$ cat src/rtl/img_stream_framer.sv
// Image-stream framer for the SD write path: header words, thumbnailed pixels
// (little-endian), optional Fletcher-32 checksum, then zero padding to a block boundary.
module img_stream_framer #(
    parameter int ImageWidth      = 2304,
    parameter int ImageHeight     = 1296,
    parameter int FilterPeriod    = 1,
    parameter int FilterKeep      = 1,
    parameter int HeaderWordCount = 16,
    parameter int ChecksumEn      = 1,
    parameter int PadBlockWords   = 256,
    localparam int HdrIdxW        = (HeaderWordCount > 1) ? $clog2(HeaderWordCount) : 1
) (
    input  logic               clk,
    input  logic               rst,
    input  logic               start,
    output logic               busy,
    output logic               done,
    output logic [HdrIdxW-1:0] hdr_idx,
    input  logic [15:0]        hdr_word,
    input  logic               pix_valid,
    output logic               pix_ready,
    input  logic [15:0]        pix_data,
    output logic               out_valid,
    input  logic               out_ready,
    output logic [15:0]        out_data
);

    localparam int XW = (ImageWidth > 1) ? $clog2(ImageWidth) : 1;
    localparam int YW = (ImageHeight > 1) ? $clog2(ImageHeight) : 1;
    localparam int PW = (FilterPeriod > 1) ? $clog2(FilterPeriod) : 1;
    localparam int PadW = (PadBlockWords > 1) ? $clog2(PadBlockWords) : 1;
    localparam int OutPixCount = (ImageWidth * FilterKeep / FilterPeriod) *
                                 (ImageHeight * FilterKeep / FilterPeriod);
    localparam int TotalWords = HeaderWordCount + OutPixCount + 2 * ChecksumEn;
    localparam int PadCount = (PadBlockWords - TotalWords % PadBlockWords) % PadBlockWords;

    localparam logic [XW-1:0]      XLast   = XW'(ImageWidth - 1);
    localparam logic [YW-1:0]      YLast   = YW'(ImageHeight - 1);
    localparam logic [PW-1:0]      PhLast  = PW'(FilterPeriod - 1);
    localparam logic [PW:0]        KeepLim = (PW + 1)'(FilterKeep);
    localparam logic [PadW-1:0]    PadLast = PadW'(PadCount - 1);
    localparam logic [HdrIdxW-1:0] HdrLast = HdrIdxW'(HeaderWordCount - 1);

    typedef enum logic [2:0] {
        ST_IDLE, ST_HEADER, ST_PIXELS, ST_CSUM0, ST_CSUM1, ST_PAD, ST_DONE
    } state_t;

    state_t              state_r;
    logic [XW-1:0]       x_cnt_r;
    logic [YW-1:0]       y_cnt_r;
    logic [PW-1:0]       x_ph_r;
    logic [PW-1:0]       y_ph_r;
    logic [PadW-1:0]     pad_cnt_r;
    logic [HdrIdxW-1:0]  hdr_idx_r;
    logic [15:0]         s1_r;
    logic [15:0]         s2_r;
    logic                fin_r;
    logic                busy_r;
    logic                done_r;
    logic                out_valid_r;
    logic [15:0]         out_data_r;

    logic                keep_s;
    logic                load_ok_s;
    logic                load_s;
    logic [15:0]         load_word_s;
    logic                upd_sum_s;
    logic [15:0]         sum_d_s;
    logic                pix_ready_s;
    logic                pix_fire_s;
    logic [15:0]         s1_nxt_s;
    logic [15:0]         s2_nxt_s;

    // Mod-65535 add; 17-bit sum with one conditional subtract, so 65535 folds to 0.
    function automatic logic [15:0] fletcher_add(input logic [15:0] a, input logic [15:0] b);
        logic [16:0] t;
        t = {1'b0, a} + {1'b0, b};
        if (t >= 17'h0FFFF) begin
            t = t - 17'h0FFFF;
        end else begin
            t = t;
        end
        return t[15:0];
    endfunction

    // Decide whether the output register loads this cycle and with what word.
    always_comb begin
        keep_s      = ({1'b0, x_ph_r} < KeepLim) && ({1'b0, y_ph_r} < KeepLim);
        load_ok_s   = !fin_r && (!out_valid_r || out_ready);
        load_s      = 1'b0;
        load_word_s = 16'h0000;
        upd_sum_s   = 1'b0;
        sum_d_s     = 16'h0000;
        pix_ready_s = 1'b0;
        case (state_r)
            ST_HEADER: begin
                if (load_ok_s) begin
                    load_s      = 1'b1;
                    load_word_s = hdr_word;
                    upd_sum_s   = 1'b1;
                    sum_d_s     = {hdr_word[7:0], hdr_word[15:8]};
                end else begin
                    load_s = 1'b0;
                end
            end
            ST_PIXELS: begin
                if (fin_r) begin
                    pix_ready_s = 1'b0;
                end else if (keep_s) begin
                    pix_ready_s = load_ok_s;
                    if (pix_valid && load_ok_s) begin
                        load_s      = 1'b1;
                        load_word_s = {pix_data[7:0], pix_data[15:8]};
                        upd_sum_s   = 1'b1;
                        sum_d_s     = pix_data;
                    end else begin
                        load_s = 1'b0;
                    end
                end else begin
                    pix_ready_s = 1'b1;
                end
            end
            ST_CSUM0: begin
                if (load_ok_s) begin
                    load_s      = 1'b1;
                    load_word_s = {s1_r[7:0], s1_r[15:8]};
                end else begin
                    load_s = 1'b0;
                end
            end
            ST_CSUM1: begin
                if (load_ok_s) begin
                    load_s      = 1'b1;
                    load_word_s = {s2_r[7:0], s2_r[15:8]};
                end else begin
                    load_s = 1'b0;
                end
            end
            ST_PAD: begin
                if (load_ok_s) begin
                    load_s = 1'b1;
                end else begin
                    load_s = 1'b0;
                end
            end
            default: begin
                load_s = 1'b0;
            end
        endcase
        pix_fire_s = pix_valid && pix_ready_s;
        s1_nxt_s   = fletcher_add(s1_r, sum_d_s);
        s2_nxt_s   = fletcher_add(s2_r, s1_nxt_s);
    end

    // Frame sequencer, counters, checksum and output register.
    always_ff @(posedge clk) begin
        if (rst) begin
            state_r     <= ST_IDLE;
            x_cnt_r     <= {XW{1'b0}};
            y_cnt_r     <= {YW{1'b0}};
            x_ph_r      <= {PW{1'b0}};
            y_ph_r      <= {PW{1'b0}};
            pad_cnt_r   <= {PadW{1'b0}};
            hdr_idx_r   <= {HdrIdxW{1'b0}};
            s1_r        <= 16'h0000;
            s2_r        <= 16'h0000;
            fin_r       <= 1'b0;
            busy_r      <= 1'b0;
            done_r      <= 1'b0;
            out_valid_r <= 1'b0;
            out_data_r  <= 16'h0000;
        end else begin
            if (load_s) begin
                out_valid_r <= 1'b1;
                out_data_r  <= load_word_s;
            end else if (out_ready) begin
                out_valid_r <= 1'b0;
            end
            if (upd_sum_s) begin
                s1_r <= s1_nxt_s;
                s2_r <= s2_nxt_s;
            end
            case (state_r)
                ST_IDLE: begin
                    done_r <= 1'b0;
                    if (start) begin
                        x_cnt_r   <= {XW{1'b0}};
                        y_cnt_r   <= {YW{1'b0}};
                        x_ph_r    <= {PW{1'b0}};
                        y_ph_r    <= {PW{1'b0}};
                        pad_cnt_r <= {PadW{1'b0}};
                        hdr_idx_r <= {HdrIdxW{1'b0}};
                        s1_r      <= 16'h0000;
                        s2_r      <= 16'h0000;
                        fin_r     <= 1'b0;
                        busy_r    <= 1'b1;
                        state_r   <= ST_HEADER;
                    end
                end
                ST_HEADER: begin
                    if (load_s) begin
                        hdr_idx_r <= hdr_idx_r + HdrIdxW'(1);
                        if (hdr_idx_r == HdrLast) begin
                            state_r <= ST_PIXELS;
                        end
                    end
                end
                ST_PIXELS: begin
                    if (pix_fire_s) begin
                        if (x_cnt_r == XLast) begin
                            x_cnt_r <= {XW{1'b0}};
                            x_ph_r  <= {PW{1'b0}};
                            if (y_cnt_r == YLast) begin
                                y_cnt_r <= {YW{1'b0}};
                                y_ph_r  <= {PW{1'b0}};
                                if (ChecksumEn != 0) begin
                                    state_r <= ST_CSUM0;
                                end else if (PadCount != 0) begin
                                    state_r <= ST_PAD;
                                end else begin
                                    fin_r <= 1'b1;
                                end
                            end else begin
                                y_cnt_r <= y_cnt_r + YW'(1);
                                y_ph_r  <= (y_ph_r == PhLast) ? {PW{1'b0}} : y_ph_r + PW'(1);
                            end
                        end else begin
                            x_cnt_r <= x_cnt_r + XW'(1);
                            x_ph_r  <= (x_ph_r == PhLast) ? {PW{1'b0}} : x_ph_r + PW'(1);
                        end
                    end
                end
                ST_CSUM0: begin
                    if (load_s) begin
                        state_r <= ST_CSUM1;
                    end
                end
                ST_CSUM1: begin
                    if (load_s) begin
                        if (PadCount != 0) begin
                            state_r <= ST_PAD;
                        end else begin
                            fin_r <= 1'b1;
                        end
                    end
                end
                ST_PAD: begin
                    if (load_s) begin
                        if (pad_cnt_r == PadLast) begin
                            fin_r <= 1'b1;
                        end else begin
                            pad_cnt_r <= pad_cnt_r + PadW'(1);
                        end
                    end
                end
                ST_DONE: begin
                    done_r  <= 1'b0;
                    state_r <= ST_IDLE;
                end
                default: begin
                    state_r <= ST_IDLE;
                end
            endcase
            // Every word is loaded; finish once the last one has left the register.
            if (fin_r && (!out_valid_r || out_ready)) begin
                fin_r   <= 1'b0;
                busy_r  <= 1'b0;
                done_r  <= 1'b1;
                state_r <= ST_DONE;
            end
        end
    end

    assign busy      = busy_r;
    assign done      = done_r;
    assign hdr_idx   = hdr_idx_r;
    assign pix_ready = pix_ready_s;
    assign out_valid = out_valid_r;
    assign out_data  = out_data_r;

endmodule

$ cat config.mk
export PLATFORM = sky130hd
export DESIGN_NAME = img_stream_framer
export DESIGN_NICKNAME = d
export VERILOG_FILES = /design/src/rtl/img_stream_framer.sv
export SDC_FILE = /design/constraint.sdc
export NUM_CORES = 1
export LEC_CHECK = 0
export BUFFER_PORTS_ARGS = -buffer_cell sky130_fd_sc_hd__buf_2
export CORE_ASPECT_RATIO = 0.6
export CORE_MARGIN = 2
export CORE_UTILIZATION = 30
export CTS_CLUSTER_SIZE = 28
export DETAILED_ROUTE_END_ITERATION = 8
export MAX_ROUTING_LAYER = met4
export SYNTH_ARGS = -nofsm -noshare
export SYNTH_HDL_FRONTEND = slang
export SYNTH_SLANG_ARGS = --single-unit
$ cat constraint.sdc
create_clock -name clk -period 9.5 [get_ports clk]
set_input_delay 0.95 -clock clk [delete_from_list [all_inputs] [get_ports clk]]
set_output_delay 0.95 -clock clk [all_outputs]
set_load 0.01 [all_outputs]
==> impl_metrics.yaml <==
setup_path:
  crit_buf_inv: 1
  crit_chain: "or3b_2 -> nor4b_2 -> buf_4 -> a22o_1 -> ha_1 -> and3_1 -> a221oi_4 -> xor2_1 -> a311oi_4 -> nand3_2 -> or4_1 -> o21ai_4 -> nand2_1 -> xnor2_1 -> ha_1 -> nor2b_1 -> o31ai_1 -> a21oi_1 -> a2111oi_2 -> and4_1 -> and2_1 -> nand2_1 -> or4_1 -> a31oi_1"
  cp_slowest_cell: "or4_1"
  cpPeakStageDelay_ns: 0.78
  reg2reg_depth: 24
  cp_max_fo: 21
  critPathRequiredTime_ns: 9.77
  crit_family: "simple AND/OR/NAND/NOR gates"
  path_class: "register to register"
  rrSetupSlack_ns: 0.97
  r2r-end: "s2_r[15]$_SDFF_PP0_"
  endpoint_kind: "register"
  cp.arrival_ns: 8.80
  start_kind: "register"
  r2r_start: "state_r[1]$_SDFFE_PP0P_"
floorplanning:
  dieArea_mm2: 0.0245
  rows: 43
  die_h_um: 122
  initial_utilization_pct: 30.4
  ios: 61
  die_x_um: 201
  core_area_mm2: 0.0229
sta:
  post-route-min-period_ns: 8.53
  fin_crit_sh_pct: 89.8
  max_freq_ghz: 0.117
  slew_headroom_pct: 39.8
  worst_slack_ns: 0.973
  hold_viol_final: 0
  worst_slew_pin_slew_ns: 0.902
  finClkSkew_ns: 0.00760
  setup_tns_ns: 0
  maxSlewViolCount: 0
  setup_viol: 0
  rsz0062_at_grt: "no"
clocking:
  postCtsSetupRepairBufs: 0
  cts_buffers: 9
  clk_pin_slew_ns: 0.07
  cts.sink_count: 90
  cts_root_buffer: "clkbuf_16"
  cts.path.max_buffers: 2
  cts_tree: "built"
  clk_latency_ns: 0.35
  cts.repair.resized: 0
  htreeDepth: 3
  ctsHoldBuffers: 0
pwr:
  p_int_uw: 997
  seqPwrFrac_pct: 26.5
  p_comb_share_pct: 51.8
  peakVddDrop_mv: 0.0897
  power_switching_share_pct: 45.5
  p_sw_uw: 834
  p_leak_nw: 3.14
  cellPowerDensity_mw_per_mm2: 232
  clkPwrFrac_pct: 21.6
hold_path:
  hp-class: "register to register"
  hold_start: "done$_SDFFE_PP0P_"
  holdPathEnd: "done$_SDFFE_PP0P_"
  min_path_cells: 2
synthesis:
  synthesis.area_mm2: 0.00696
  synthDistinctLibCells: 77
  seq_area_frac_synth_pct: 25.9
  syn_inst: 886
  synth-warning-count: 0
  synth_fp_nets: 964
  synthFlopType: "dfxtp_1"
  async_flop_share_pct: 0
  synth_seq_cells: 90
  synth_edf_count: 0
  avgSynthCellArea_um2: 7.86
drt:
  ant_nets: 0
  avgRoutedWirePerCell_um: 17.4
  vias_per_cell: 5.61
  vias: 6969
  drt_first_pass_iters: 5
  drc: 0
  routed_wl_um: 21600
  drt_iter0_drc: 686
place:
  dpl-instance-area_mm2: 0.00758
  dpl.hpwl_um: 16700
  routabilityCongestion: 0.925
  place.port_buffers: 60
  dp_slack_ns: 1.00
layout:
  area_growth_syn_to_layout_pct: 13.5
  fin_util_pct: 34.5
  fin_nets: 1000
  design_area_mm2: 0.00790
  fill_cells: 2447
  seqCellArea_mm2: 0.00180
  layout-drive-gt1-share_pct: 12.6
  multi_input_area_mm2: 0.00493
  antenna_cells: 0
global_routing:
  grt_pass1_wl_um: 34000
  grt_max_degree: 38
  grt_overflow: 0
  grt_pass1_vias: 6150
  antenna_found_initial: 0
  grt_util_all_layers_pct: 17.9
run_status:
  outcome: "completed"
run:
  maxCapViolations: 0
power by group through the flow:
stage | registers [mW] | clock network [mW] | logic, mW
after floorplan | 0.480 | 0 | 0.681
after global placement | 0.494 | 0 | 0.920
after detailed placement | 0.493 | 0 | 0.927
after CTS | 0.485 | 0.404 | 0.931
after global routing | 0.492 | 0.420 | 1.05
final | 0.486 | 0.396 | 0.949
state kept, by name, indices dropped and copies added (netlist names):
register and flops:
hdr_idx 4, out_data 16, busy 1, s2_r 16
pad_cnt_r 8, done 1, x_cnt_r 12, s1_r 16
state_r 3, fin_r 1, out_valid 1, y_cnt_r 11
worst min-delay path, cell delays in order (launching register included):
cell,delay [ns]
dfxtp_1,0.31
o31ai_1,0.06
a21oi_1,0.06
cell type report:
type / instances / share of cell area, %
multi-input cells: 734 / 62.4
flip-flops and latches: 90 / 22.8
repair buffers: 73 / 5.03
well taps: 315 / 4.99
clock buffers: 9 / 2.85
clock inverters: 7 / 1.27
inverters: 14 / 0.665
cell families after synthesis:
family / Yosys count / share of synthesized area, %
simple gates: 353 / 25.5
compound gates: 266 / 27.8
flops: 90 / 25.9
buf+inv: 62 / 3.45
xor+xnor: 58 / 7.40
fa+ha+maj: 41 / 7.58
mux: 16 / 2.35
synth_stat cells, drive strengths merged, types with 17 or more instances:
cell | count | share of area (%)
a22o | 32 | 4.0
nor3 | 29 | 2.1
a21oi | 54 | 3.9
clkbuf | 44 | 2.4
nand4 | 19 | 1.7
nor2 | 93 | 5.0
o21ai | 50 | 3.9
a221oi | 20 | 2.9
xor2 | 28 | 3.6
a21o | 17 | 1.8
dfxtp | 90 | 26
and3 | 18 | 1.7
xnor2 | 30 | 3.8
ha | 39 | 7.0
nand2 | 73 | 3.9
nand3 | 41 | 3.1
how the worst max path moves through the flow:
stage | endpoint | depth (start not counted) | start
after CTS | s2_r[0]$_SDFF_PP0_ | 24 | state_r[1]$_SDFFE_PP0P_
final | s2_r[15]$_SDFF_PP0_ | 24 | state_r[1]$_SDFFE_PP0P_
after global placement | s2_r[1]$_SDFF_PP0_ | 26 | out_ready
after floorplan | s2_r[0]$_SDFF_PP0_ | 28 | out_ready
after global routing | s2_r[0]$_SDFF_PP0_ | 25 | state_r[1]$_SDFFE_PP0P_
after detailed placement | s2_r[0]$_SDFF_PP0_ | 26 | out_ready
per-stage QoR:
stage                     hold slack, ns  power (mW)  cells
after floorplan                    0.458        1.16    886
after global placement             0.463        1.41   1226
after detailed placement           0.462        1.42   1226
after CTS                          0.473        1.82   1242
after global routing               0.498        1.96   1242
final                              0.469        1.83   1242
placed cells by master, fill, tap and decap left out, drive strengths merged, types with 17 or more instances in the layout:
| master | netlist | final |
|---|---|---|
| xnor2 | 30 | 30 |
| nand3 | 41 | 41 |
| a21oi | 54 | 54 |
| a22o | 32 | 32 |
| o21ai | 50 | 50 |
| nand2 | 73 | 73 |
| buf | 4 | 73 |
| a221oi | 20 | 20 |
| xor2 | 28 | 28 |
| dfxtp | 90 | 90 |
| nand4 | 19 | 19 |
| and3 | 18 | 18 |
| nor2 | 93 | 93 |
| nor3 | 29 | 29 |
| a21o | 17 | 17 |
| ha | 39 | 39 |
layer usage:
layer / part of all wire (%) / up-vias / global-route usage [%] / wire length [um]
met5: 0 / - / - / 0
met4: 0.27 / 0 / 1.81 / 59
met3: 7.7 / 6 / 3.72 / 1660
met2: 36 / 236 / 22.1 / 7830
met1: 56 / 3336 / 29.1 / 12000
li1: - / 3391 / - / -
Power figures use the tool's default switching activity.
